<file path="src/rtl/abuf2ddr_pkg.sv">
// abuf2ddr_pkg: widths shared by the accumulation-buffer drain path,
// the bw() width helper and the drain FSM state type. No ports.
package abuf2ddr_pkg;

    localparam int DATA_W = 16;
    localparam int BATCH  = 4;
    localparam int DDR_W  = 64;
    localparam int TAIL_W = 32;

    // Bits needed to index n items; never less than one.
    function automatic int bw(input int n);
        return (n <= 2) ? 1 : $clog2(n);
    endfunction

    typedef enum logic [1:0] {
        IDLE  = 2'd0,
        RUN   = 2'd1,
        DRAIN = 2'd2
    } state_e;

endpackage

</file>
<file path="src/rtl/abuf2ddr_sync_fifo.sv">
// abuf2ddr_sync_fifo: small synchronous FIFO holding returned buffer entries.
// Ports: clk/rst, push_i/wdata_i write side, pop_i read side,
// head_o oldest entry, next_o entry behind it, count_o occupancy.
module abuf2ddr_sync_fifo
    import abuf2ddr_pkg::*;
#(
    parameter int W     = 128,
    parameter int DEPTH = 4,
    parameter int CNT_W = bw(DEPTH + 1)
) (
    input  logic             clk,
    input  logic             rst,
    input  logic             push_i,
    input  logic             pop_i,
    input  logic [W-1:0]     wdata_i,
    output logic [W-1:0]     head_o,
    output logic [W-1:0]     next_o,
    output logic [CNT_W-1:0] count_o
);

    localparam int PTR_W = bw(DEPTH);

    logic [W-1:0]     mem_q [DEPTH];
    logic [PTR_W-1:0] wr_q;
    logic [PTR_W-1:0] rd_q;
    logic [PTR_W-1:0] rd_nx;
    logic [CNT_W-1:0] cnt_q;

    function automatic logic [PTR_W-1:0] inc(input logic [PTR_W-1:0] p);
        return (p == PTR_W'(DEPTH - 1)) ? '0 : p + 1'b1;
    endfunction

    assign rd_nx   = inc(rd_q);
    assign head_o  = mem_q[rd_q];
    // Lookahead lets the serialiser move to the next entry on the pop edge.
    assign next_o  = mem_q[rd_nx];
    assign count_o = cnt_q;

    // Caller never pushes when full nor pops when empty.
    always_ff @(posedge clk or posedge rst) begin
        if (rst) begin
            wr_q  <= '0;
            rd_q  <= '0;
            cnt_q <= '0;
            for (int i = 0; i < DEPTH; i++) begin
                mem_q[i] <= '0;
            end
        end else begin
            if (push_i) begin
                mem_q[wr_q] <= wdata_i;
                wr_q        <= inc(wr_q);
            end
            if (pop_i) begin
                rd_q <= rd_nx;
            end
            cnt_q <= cnt_q + CNT_W'(push_i) - CNT_W'(pop_i);
        end
    end

endmodule

</file>
<file path="src/rtl/abuf2ddr.sv">
// abuf2ddr: drains one PE accumulation buffer (data or tail entries) to
// the DDR write stream. Ports: start/done control, conf_* transfer setup,
// abuf_rd_* buffer read side, ddr_data/ddr_valid/ddr_ready output stream.
module abuf2ddr
    import abuf2ddr_pkg::*;
#(
    parameter int BUF_DEPTH  = 256,
    parameter int PE_NUM     = 32,
    parameter int ADDR_W     = bw(BUF_DEPTH),
    parameter int RD_LAT     = 1,
    parameter int FIFO_DEPTH = 4
) (
    input  logic                    clk,
    input  logic                    rst,
    input  logic                    start,
    output logic                    done,
    input  logic                    conf_trans_type,
    input  logic [7:0]              conf_trans_num,
    input  logic [bw(PE_NUM)-1:0]   conf_pe_sel,
    output logic [bw(PE_NUM)-1:0]   abuf_rd_pe,
    output logic [ADDR_W-1:0]       abuf_rd_addr,
    output logic                    abuf_rd_en,
    input  logic [BATCH*DATA_W-1:0] abuf_rd_data,
    input  logic [BATCH*TAIL_W-1:0] abuf_rd_tail,
    output logic [DDR_W-1:0]        ddr_data,
    output logic                    ddr_valid,
    input  logic                    ddr_ready
);

    localparam int PE_W    = bw(PE_NUM);
    localparam int ENT_W   = BATCH * TAIL_W;
    localparam int TD_RATE = TAIL_W / DATA_W;
    localparam int SL_W    = bw(TD_RATE);
    localparam int CNT_W   = bw(FIFO_DEPTH + 1);
    localparam int OCC_W   = bw(FIFO_DEPTH + RD_LAT + 1) + 1;

    state_e            state_q, state_d;
    logic [ADDR_W-1:0] addr_q;
    logic              type_q;
    logic [7:0]        num_q;
    logic [PE_W-1:0]   pe_q;
    logic [RD_LAT-1:0] vld_q;
    logic [SL_W-1:0]   slice_q, slice_d;
    logic              dval_q, dval_d;
    logic [DDR_W-1:0]  ddata_q, ddata_d;

    logic              push, pop, hs, last_sl, rd_en;
    logic [ENT_W-1:0]  wdata, head, nxt;
    logic [CNT_W-1:0]  fcnt;
    logic [OCC_W-1:0]  inflight, occ;

    abuf2ddr_sync_fifo #(
        .W     (ENT_W),
        .DEPTH (FIFO_DEPTH),
        .CNT_W (CNT_W)
    ) u_fifo (
        .clk     (clk),
        .rst     (rst),
        .push_i  (push),
        .pop_i   (pop),
        .wdata_i (wdata),
        .head_o  (head),
        .next_o  (nxt),
        .count_o (fcnt)
    );

    // Credit: reads in flight plus stored entries bound what may be issued.
    always_comb begin
        inflight = '0;
        for (int i = 0; i < RD_LAT; i++) begin
            inflight = inflight + OCC_W'(vld_q[i]);
        end
        occ = inflight + OCC_W'(fcnt);
    end

    assign push    = vld_q[RD_LAT-1];
    assign wdata   = type_q ? abuf_rd_tail : ENT_W'(abuf_rd_data);
    assign hs      = dval_q & ddr_ready;
    assign last_sl = ~type_q | (slice_q == SL_W'(TD_RATE - 1));
    // The entry stays in the FIFO until its last slice is accepted.
    assign pop     = hs & last_sl;

    always_comb begin
        state_d = state_q;
        rd_en   = 1'b0;
        unique case (state_q)
            IDLE: begin
                if (start) begin
                    state_d = RUN;
                end
            end
            RUN: begin
                rd_en = (occ < OCC_W'(FIFO_DEPTH));
                if (rd_en && (32'(addr_q) == 32'(num_q))) begin
                    state_d = DRAIN;
                end
            end
            DRAIN: begin
                // Leave on the edge that accepts the final word.
                if ((vld_q == '0) &&
                    (((fcnt == '0) && !dval_q) ||
                     ((fcnt == CNT_W'(1)) && pop))) begin
                    state_d = IDLE;
                end
            end
            default: state_d = IDLE;
        endcase
    end

    // Output register: next slice of the head, or slice 0 of the
    // following entry, is loaded on the accepting edge.
    always_comb begin
        dval_d  = dval_q;
        ddata_d = ddata_q;
        slice_d = slice_q;
        if (hs) begin
            if (!last_sl) begin
                slice_d = slice_q + 1'b1;
                ddata_d = head[int'(slice_d)*DDR_W +: DDR_W];
            end else if (fcnt >= CNT_W'(2)) begin
                slice_d = '0;
                ddata_d = nxt[int'(slice_d)*DDR_W +: DDR_W];
            end else begin
                slice_d = '0;
                dval_d  = 1'b0;
            end
        end else if (!dval_q && (fcnt != '0)) begin
            slice_d = '0;
            dval_d  = 1'b1;
            ddata_d = head[int'(slice_d)*DDR_W +: DDR_W];
        end
    end

    always_ff @(posedge clk or posedge rst) begin
        if (rst) begin
            state_q <= IDLE;
            addr_q  <= '0;
            type_q  <= 1'b0;
            num_q   <= '0;
            pe_q    <= '0;
            vld_q   <= '0;
            slice_q <= '0;
            dval_q  <= 1'b0;
            ddata_q <= '0;
        end else begin
            state_q <= state_d;
            vld_q   <= (vld_q << 1) | RD_LAT'(rd_en);
            dval_q  <= dval_d;
            ddata_q <= ddata_d;
            slice_q <= slice_d;
            if ((state_q == IDLE) && start) begin
                type_q  <= conf_trans_type;
                num_q   <= conf_trans_num;
                pe_q    <= conf_pe_sel;
                addr_q  <= '0;
                slice_q <= '0;
            end else if (rd_en) begin
                addr_q <= addr_q + 1'b1;
            end
        end
    end

    assign done         = (state_q == IDLE);
    assign abuf_rd_pe   = pe_q;
    assign abuf_rd_addr = addr_q;
    assign abuf_rd_en   = rd_en;
    assign ddr_data     = ddata_q;
    assign ddr_valid    = dval_q;

endmodule

</file>
<file path="config.mk">
export PLATFORM = sky130hd
export DESIGN_NAME = abuf2ddr
export DESIGN_NICKNAME = d
export VERILOG_FILES = /design/src/rtl/abuf2ddr_pkg.sv /design/src/rtl/abuf2ddr_sync_fifo.sv /design/src/rtl/abuf2ddr.sv
export SDC_FILE = /design/constraint.sdc
export NUM_CORES = 2
export LEC_CHECK = 0
export CELL_PAD_IN_SITES_DETAIL_PLACEMENT = 2
export CELL_PAD_IN_SITES_GLOBAL_PLACEMENT = 2
export CORE_ASPECT_RATIO = 0.9
export CORE_UTILIZATION = 37
export DETAILED_ROUTE_END_ITERATION = 10
export GPL_ROUTABILITY_DRIVEN = 0
export PLACE_DENSITY = 0.76
export SKIP_LAST_GASP = 1
export SLEW_MARGIN = 20
export SYNTH_ARGS = -nofsm -noshare
export SYNTH_HDL_FRONTEND = slang
export SYNTH_SLANG_ARGS = --single-unit
export TNS_END_PERCENT = 5
</file>
<file path="constraint.sdc">
create_clock -name clk -period 26.2 [get_ports clk]
set_input_delay 5.24 -clock clk [delete_from_list [all_inputs] [get_ports clk]]
set_output_delay 5.24 -clock clk [all_outputs]
set_load 0.005 [all_outputs]
</file>
### Yosys cells after proc, flatten, opt, wreduce, memory -nomap -nowiden

Index checks and enable logic that the tools add are counted.

| storage, ports and cells | value |
|---|---|
| register bits | 610 |
| logic and storage cells | 99 |
| input bits | 210 |
| output and inout bits | 80 |

| operators by class | value |
|---|---|
| bitwise logic cells | 8 |
| equal/unequal tests | 12 |
| order comparisons | 6 |
| muxes and demuxes | 31 |
| shifts and indexed selects | 1 |
| reductions and logical operators | 18 |
| add/subtract/negate cells | 7 |

Operators by type and width:

| kind | number |
|---|---|
| 128-bit binary-select mux with 2-bit select | 2 |
| 512-bit bitwise mux | 1 |
| 128-bit 2-to-1 mux | 4 |
| 64-bit 2-to-1 mux | 6 |
| 128-bit demux with 2-bit select | 1 |
| 128-bit by 8-bit indexed part select with 64-bit output | 1 |
| 8-bit 2-to-1 mux | 2 |
| 2-bit 2-to-1 mux | 5 |
| 3-bit greater-or-equal comparator (second input constant) | 3 |
| 1-bit 2-to-1 mux | 9 |
| 2-bit inverter with 3-bit output | 3 |
| 8-bit by 1-bit adder with 8-bit output (second input constant) | 1 |
| 8-bit == test | 1 |
| 2-bit inequality test (second input constant) | 4 |
| 1-bit logical AND | 7 |
| 2-bit == test (second input constant) | 3 |
| 2-bit one-hot mux with 3 select lines | 1 |
| 3-bit AND reduction | 2 |
| 3-bit nonzero test | 2 |
| 1-bit by 3-bit adder with 4-bit output | 1 |
| 2-bit by 1-bit adder with 2-bit output (second input constant) | 2 |
| 4-bit by 3-bit < comparator with 1-bit output (second input constant) | 1 |
| 2-bit nonzero test | 2 |
| 3-bit by 1-bit adder with 3-bit output | 1 |
| 16 further kinds | 18 |

### Logic depth before layout (Yosys ltp)

| logic depth | value |
|---|---|
| depth in word-level cells | 9 |
| gate-level depth with buffers | 11 |
| gate-level depth less buffers | 8 |

### Modules after synthesis

A second synthesis with hierarchy kept.

| unflattened totals | value |
|---|---|
| cells, all modules | 2,091 |
| area total of the unflattened synthesis | 32,018.2 um^2 |

By module, submodules not included:

| module | cells each | area each (um^2) | instances |
|---|---|---|---|
| abuf2ddr_sync_fifo | 1,464 | 25,909.8 | 1 |
| abuf2ddr | 627 | 6,108.4 | 1 |

### Worst setup path after synthesis

OpenSTA, ideal clock, no wires.

| path | value |
|---|---|
| path type | input to register |
| start | input ddr_ready |
| end | register u_fifo.cnt_q[2], in the netlist u_fifo.count_o[2] |
| path buffers | 1 |
| arrival | 6,790 ps |
| cell stages on the path | 9 |
| path slack | 19,288 ps |
| cell sequence | nand2_1 clkbuf_1 nor2_1 ha_1 inv_1 ha_1 inv_1 fa_1 xor2_1 |

| on the way | value |
|---|---|
| longest elaborated chain between the ends | 3 |

Ends and longest elaborated chain:

| what | line | RTL |
|---|---|---|
| from (decl) | abuf2ddr.sv:27 | `input logic ddr_ready` |
| 1-bit AND | abuf2ddr.sv:78 | `assign hs = dval_q & ddr_ready;` |
| 1-bit AND | abuf2ddr.sv:81 | `assign pop = hs & last_sl;` |
| net pop | abuf2ddr.sv:47 | `logic push, pop, hs, last_sl, rd_en;` |
| 3-bit by 1-bit subtractor with 3-bit output | abuf2ddr_sync_fifo.sv:56 | `cnt_q <= cnt_q + CNT_W'(push_i) - CNT_W'(pop_i);` |
| to (signal assigned) | abuf2ddr_sync_fifo.sv:56 |  |
| to (decl) | abuf2ddr_sync_fifo.sv:27 | `logic [CNT_W-1:0] cnt_q;` |

The timed path passes the listed nets, and every way through them passes these cells.
A chain may end at the register's enable or synchronous reset.

### Final worst setup path

| path | value |
|---|---|
| start | register u_fifo.cnt_q[1], in the netlist u_fifo.count_o[1] |
| end | output abuf_rd_en |

| on the way | value |
|---|---|
| longest elaborated chain between the ends | 3 |

Ends and longest elaborated chain:

| what | line | RTL |
|---|---|---|
| 1-bit by 3-bit adder with 4-bit output | abuf2ddr.sv:73 | `occ = inflight + OCC_W'(fcnt);` |
| 4-bit by 3-bit < comparator with 1-bit output | abuf2ddr.sv:93 | `rd_en = (occ < OCC_W'(FIFO_DEPTH));` |
| 1-bit 2-to-1 mux | abuf2ddr.sv:86 | `unique case (state_q)` |
| to (decl) | abuf2ddr.sv:22 | `output logic abuf_rd_en,` |

Every way passes these cells.

==> results by group <==
Synth
  • Number of flops mapped to enable cells by yosys: 0
  • Share of the synthesized area in the top cell type: 51.8%
  • Sequential cell area fraction in the yosys report: 51.8%
  • Syn Nets: 3,066
  • Yosys warnings: 0
  • Synth cell types: 39
  • Largest cells by area after synthesis: dfrtp_1, mux2i_1, o21ai_0, nand2_1, mux4_2
  • Area leader, netlist: dfrtp_1
  • Async SR Flop Fraction: 100%
  • Synthesized area: 0.0294 mm²
  • Post-synthesis cell count: 2,845
  • Avg Cell Area, Syn: 10.3 µm²
  • Yosys reg bits: 610
  • Post-synth top flop: dfrtp_1

Pwr
  • Clock network power share: 21.0%
  • Sw Ratio: 41.5%
  • Static Leak: 15.5 nW
  • Flop pwr share: 34.5%
  • Maximum vdd drop: 103 µV
  • Pwr per Cell Area: 144 mW/mm²
  • Internal: 2.97 mW
  • Combinational fraction of design power: 44.5%
  • P_sw: 2.11 mW

Timing
  • Slew Viols, Final: 0
  • RSZ-0062 raised after global routing: no
  • Tmin final: 8.45 ns
  • Fin crit share: 32.2%
  • Worst clock skew: 0.0181 ns
  • Worst slew pin tran: 1.16 ns
  • Fin. Hold Viols: 0
  • Final setup violation count: 0
  • Rel. slew slack: 22.8%
  • FMAX: 0.118 GHz
  • Setup TNS: 0 ns

Floorplanning
  • Chip width: 299 µm
  • IO Pins: 290
  • DIE AREA: 0.0807 mm²
  • CORE AREA: 0.0783 mm²
  • Num rows: 97
  • Die Ht: 270 µm
  • Starting Density: 37.6%

GRT
  • GRT Resource Usage Total: 25.5%
  • Vias in the first global route: 27,200
  • Largest net degree at the start of global routing: 197
  • Initial antenna violation count: 0
  • First-pass GRT wire length: 161,000 µm
  • Gr ovfl total: 0

Routing
  • Met3 WL: 3320 µm
  • # DRC: 0
  • Met1 wire length: 44,700 µm
  • DR WL met2: 51,700 µm
  • Pre-antenna DRT Iters: 5
  • WL/cell: 25.1 µm
  • Max layer used: met4
  • ANT nets after route: 0
  • Post-Route WL: 103,000 µm
  • Number of DRC markers in iteration 0: 1,069
  • Via count: 23,500
  • Vias per Instance: 5.76

CTS
  • CTS max path bufs: 3
  • CTS tree: yes
  • Reg clk slew, reported paths: 0.06 ns
  • Worst skew pair latency: 0.61 ns
  • Clock sinks: 610
  • CTS buffer count: 73
  • Post_cts resized: 0
  • Post-CTS setup buffers: 0
  • CTS Hold Bufs: 0
  • CTS Root Cell: clkbuf_16
  • H-Tree Depth: 3

Layout
  • Total Nets Final: 3,212
  • Cell area after layout: 0.0354 mm²
  • Footprint of the multi-input gates: 0.0130 mm²
  • Fill cells: 7,958
  • Commonest non-fill, non-tap cell in the layout: nand2_1
  • Share of layout cells above drive strength 1: 10.3%
  • Diode count: 0
  • Register Area: 0.0153 mm²
  • Commonest cells after routing, fill and taps aside: nand2_1, dfrtp_1, o21ai_0, mux2i_1, clkdlybuf4s50_1
  • P&R area growth vs syn: 20.3%

Setup path
  • WP data required: 20.96 ns
  • Crit path DAT: 3.20 ns
  • Worst setup SP type: flop
  • Crit path kind: reg -> out
  • Crit Path Max Fanout: 12
  • CP Capture Type: output pin

Placed design
  • Port Buffers: 289
  • Placed cell area: 0.0329 mm²
  • Post-DP HPWL: 60,200 µm

Min path
  • Hold Path Class: reg -> reg

Status
  • Outcome: finished, final reports clean

Run
  • Max-Cap Viols: 0
==> final cells by class <==
type | count | share of cell area, %
Clock buffer | 110 | 6.27
Clock inverter | 20 | 0.816
Inverter | 14 | 0.177
Multi-Input combinational cell | 1968 | 36.8
Sequential cell | 610 | 43.1
Timing Repair Buffer | 324 | 9.07
Tap cell | 1039 | 3.67
==> registers in the layout (all words and copies together) (netlist names) <==
| name | cells |
|---|---|
| abuf_rd_addr | 8 |
| abuf_rd_pe | 5 |
| ddr_data | 64 |
| ddr_valid | 1 |
| num_q | 8 |
| push | 1 |
| slice_q | 1 |
| state_q | 2 |
| type_q | 1 |
| u_fifo.count_o | 3 |
| u_fifo.mem_q | 512 |
| u_fifo.rd_q | 2 |
| u_fifo.wr_q | 2 |
==> final timing paths <==
path	start	end	slack, ns	cells past startpoint
max	u_fifo.count_o[1]	abuf_rd_en	17.76	5
max in group asynchronous	rst	u_fifo.mem_q[248]	17.86	5
min	u_fifo.mem_q[473]	u_fifo.mem_q[473]	0.48	2
min in group asynchronous	rst	type_q	5.17	2
max reg2reg	u_fifo.rd_q[1]	ddr_data[4]	21.94	7
min reg2reg	u_fifo.mem_q[473]	u_fifo.mem_q[473]	0.48	2
==> Yosys cell counts, types with 2 or more instances <==
cell type,number
nand2_1,658
dfrtp_1,610
o21ai_0,518
mux2i_1,325
clkbuf_1,146
a31oi_1,126
mux2_2,80
buf_2,69
nor4_1,66
mux4_2,64
o221ai_1,64
buf_4,16
inv_1,13
buf_1,11
buf_6,11
ha_1,10
xor2_1,9
nand4_1,7
nor2_1,6
a21oi_1,5
and3_1,4
and4_1,3
nor2b_1,3
nor3_1,3
a31o_2,2
a31oi_2,2
nand3_1,2
==> metrics by stage <==
stage / power (mW) / setup slack (ns) / hold slack [ns] / instances / util, %
after floorplan: 3.19 / 3.88 / 0.444 / 2845 / -
after global placement: 3.84 / 17.01 / 0.455 / 3954 / 42.0
after detailed placement: 4.01 / 16.84 / 0.469 / 3954 / 42.0
after CTS: 5.12 / 17.47 / 0.484 / 4084 / 45.2
after global routing: 5.40 / 17.42 / 0.504 / 4085 / 45.2
final: 5.08 / 17.76 / 0.477 / 4085 / 45.2
==> power groups by stage <==
stage / sequential, mW / combinational, mW / clock, mW
2_1_floorplan: 1.60 / 1.60 / 0
3_3_place_gp: 1.71 / 2.13 / 0
3_5_place_dp: 1.76 / 2.25 / 0
4_1_cts: 1.75 / 2.29 / 1.09
5_1_grt: 1.81 / 2.47 / 1.12
6_report: 1.75 / 2.26 / 1.07
==> cells by family (layout without fill, tap and decap cells) <==
logic type / after synthesis / in the layout / share of synthesized area, %
compound gates: 722 / 722 / 13.8
fa+ha+maj: 11 / 11 / 0.493
flops: 610 / 610 / 51.8
mux: 469 / 469 / 19.0
xor+xnor: 9 / 9 / 0.268
buf+inv: 267 / 468 / 4.18
simple gates: 757 / 757 / 10.5
==> worst max-delay path: stages (launching register included) <==
cell	delay [ns]
dfrtp_1	0.50
ha_1	0.28
o211a_1	0.22
o22ai_1	0.73
and3_1	0.35
clkdlybuf4s50_1	0.53
==> metal layers <==
| metal | vias to the layer above | track usage, % |
|---|---|---|
| li1 | 10500 | - |
| met1 | 12500 | 32.5 |
| met2 | 440 | 44.7 |
| met3 | 175 | 3.26 |
| met4 | 0 | 7.85 |
| met5 | - | 0 |
(Power assumes the default switching activity.)
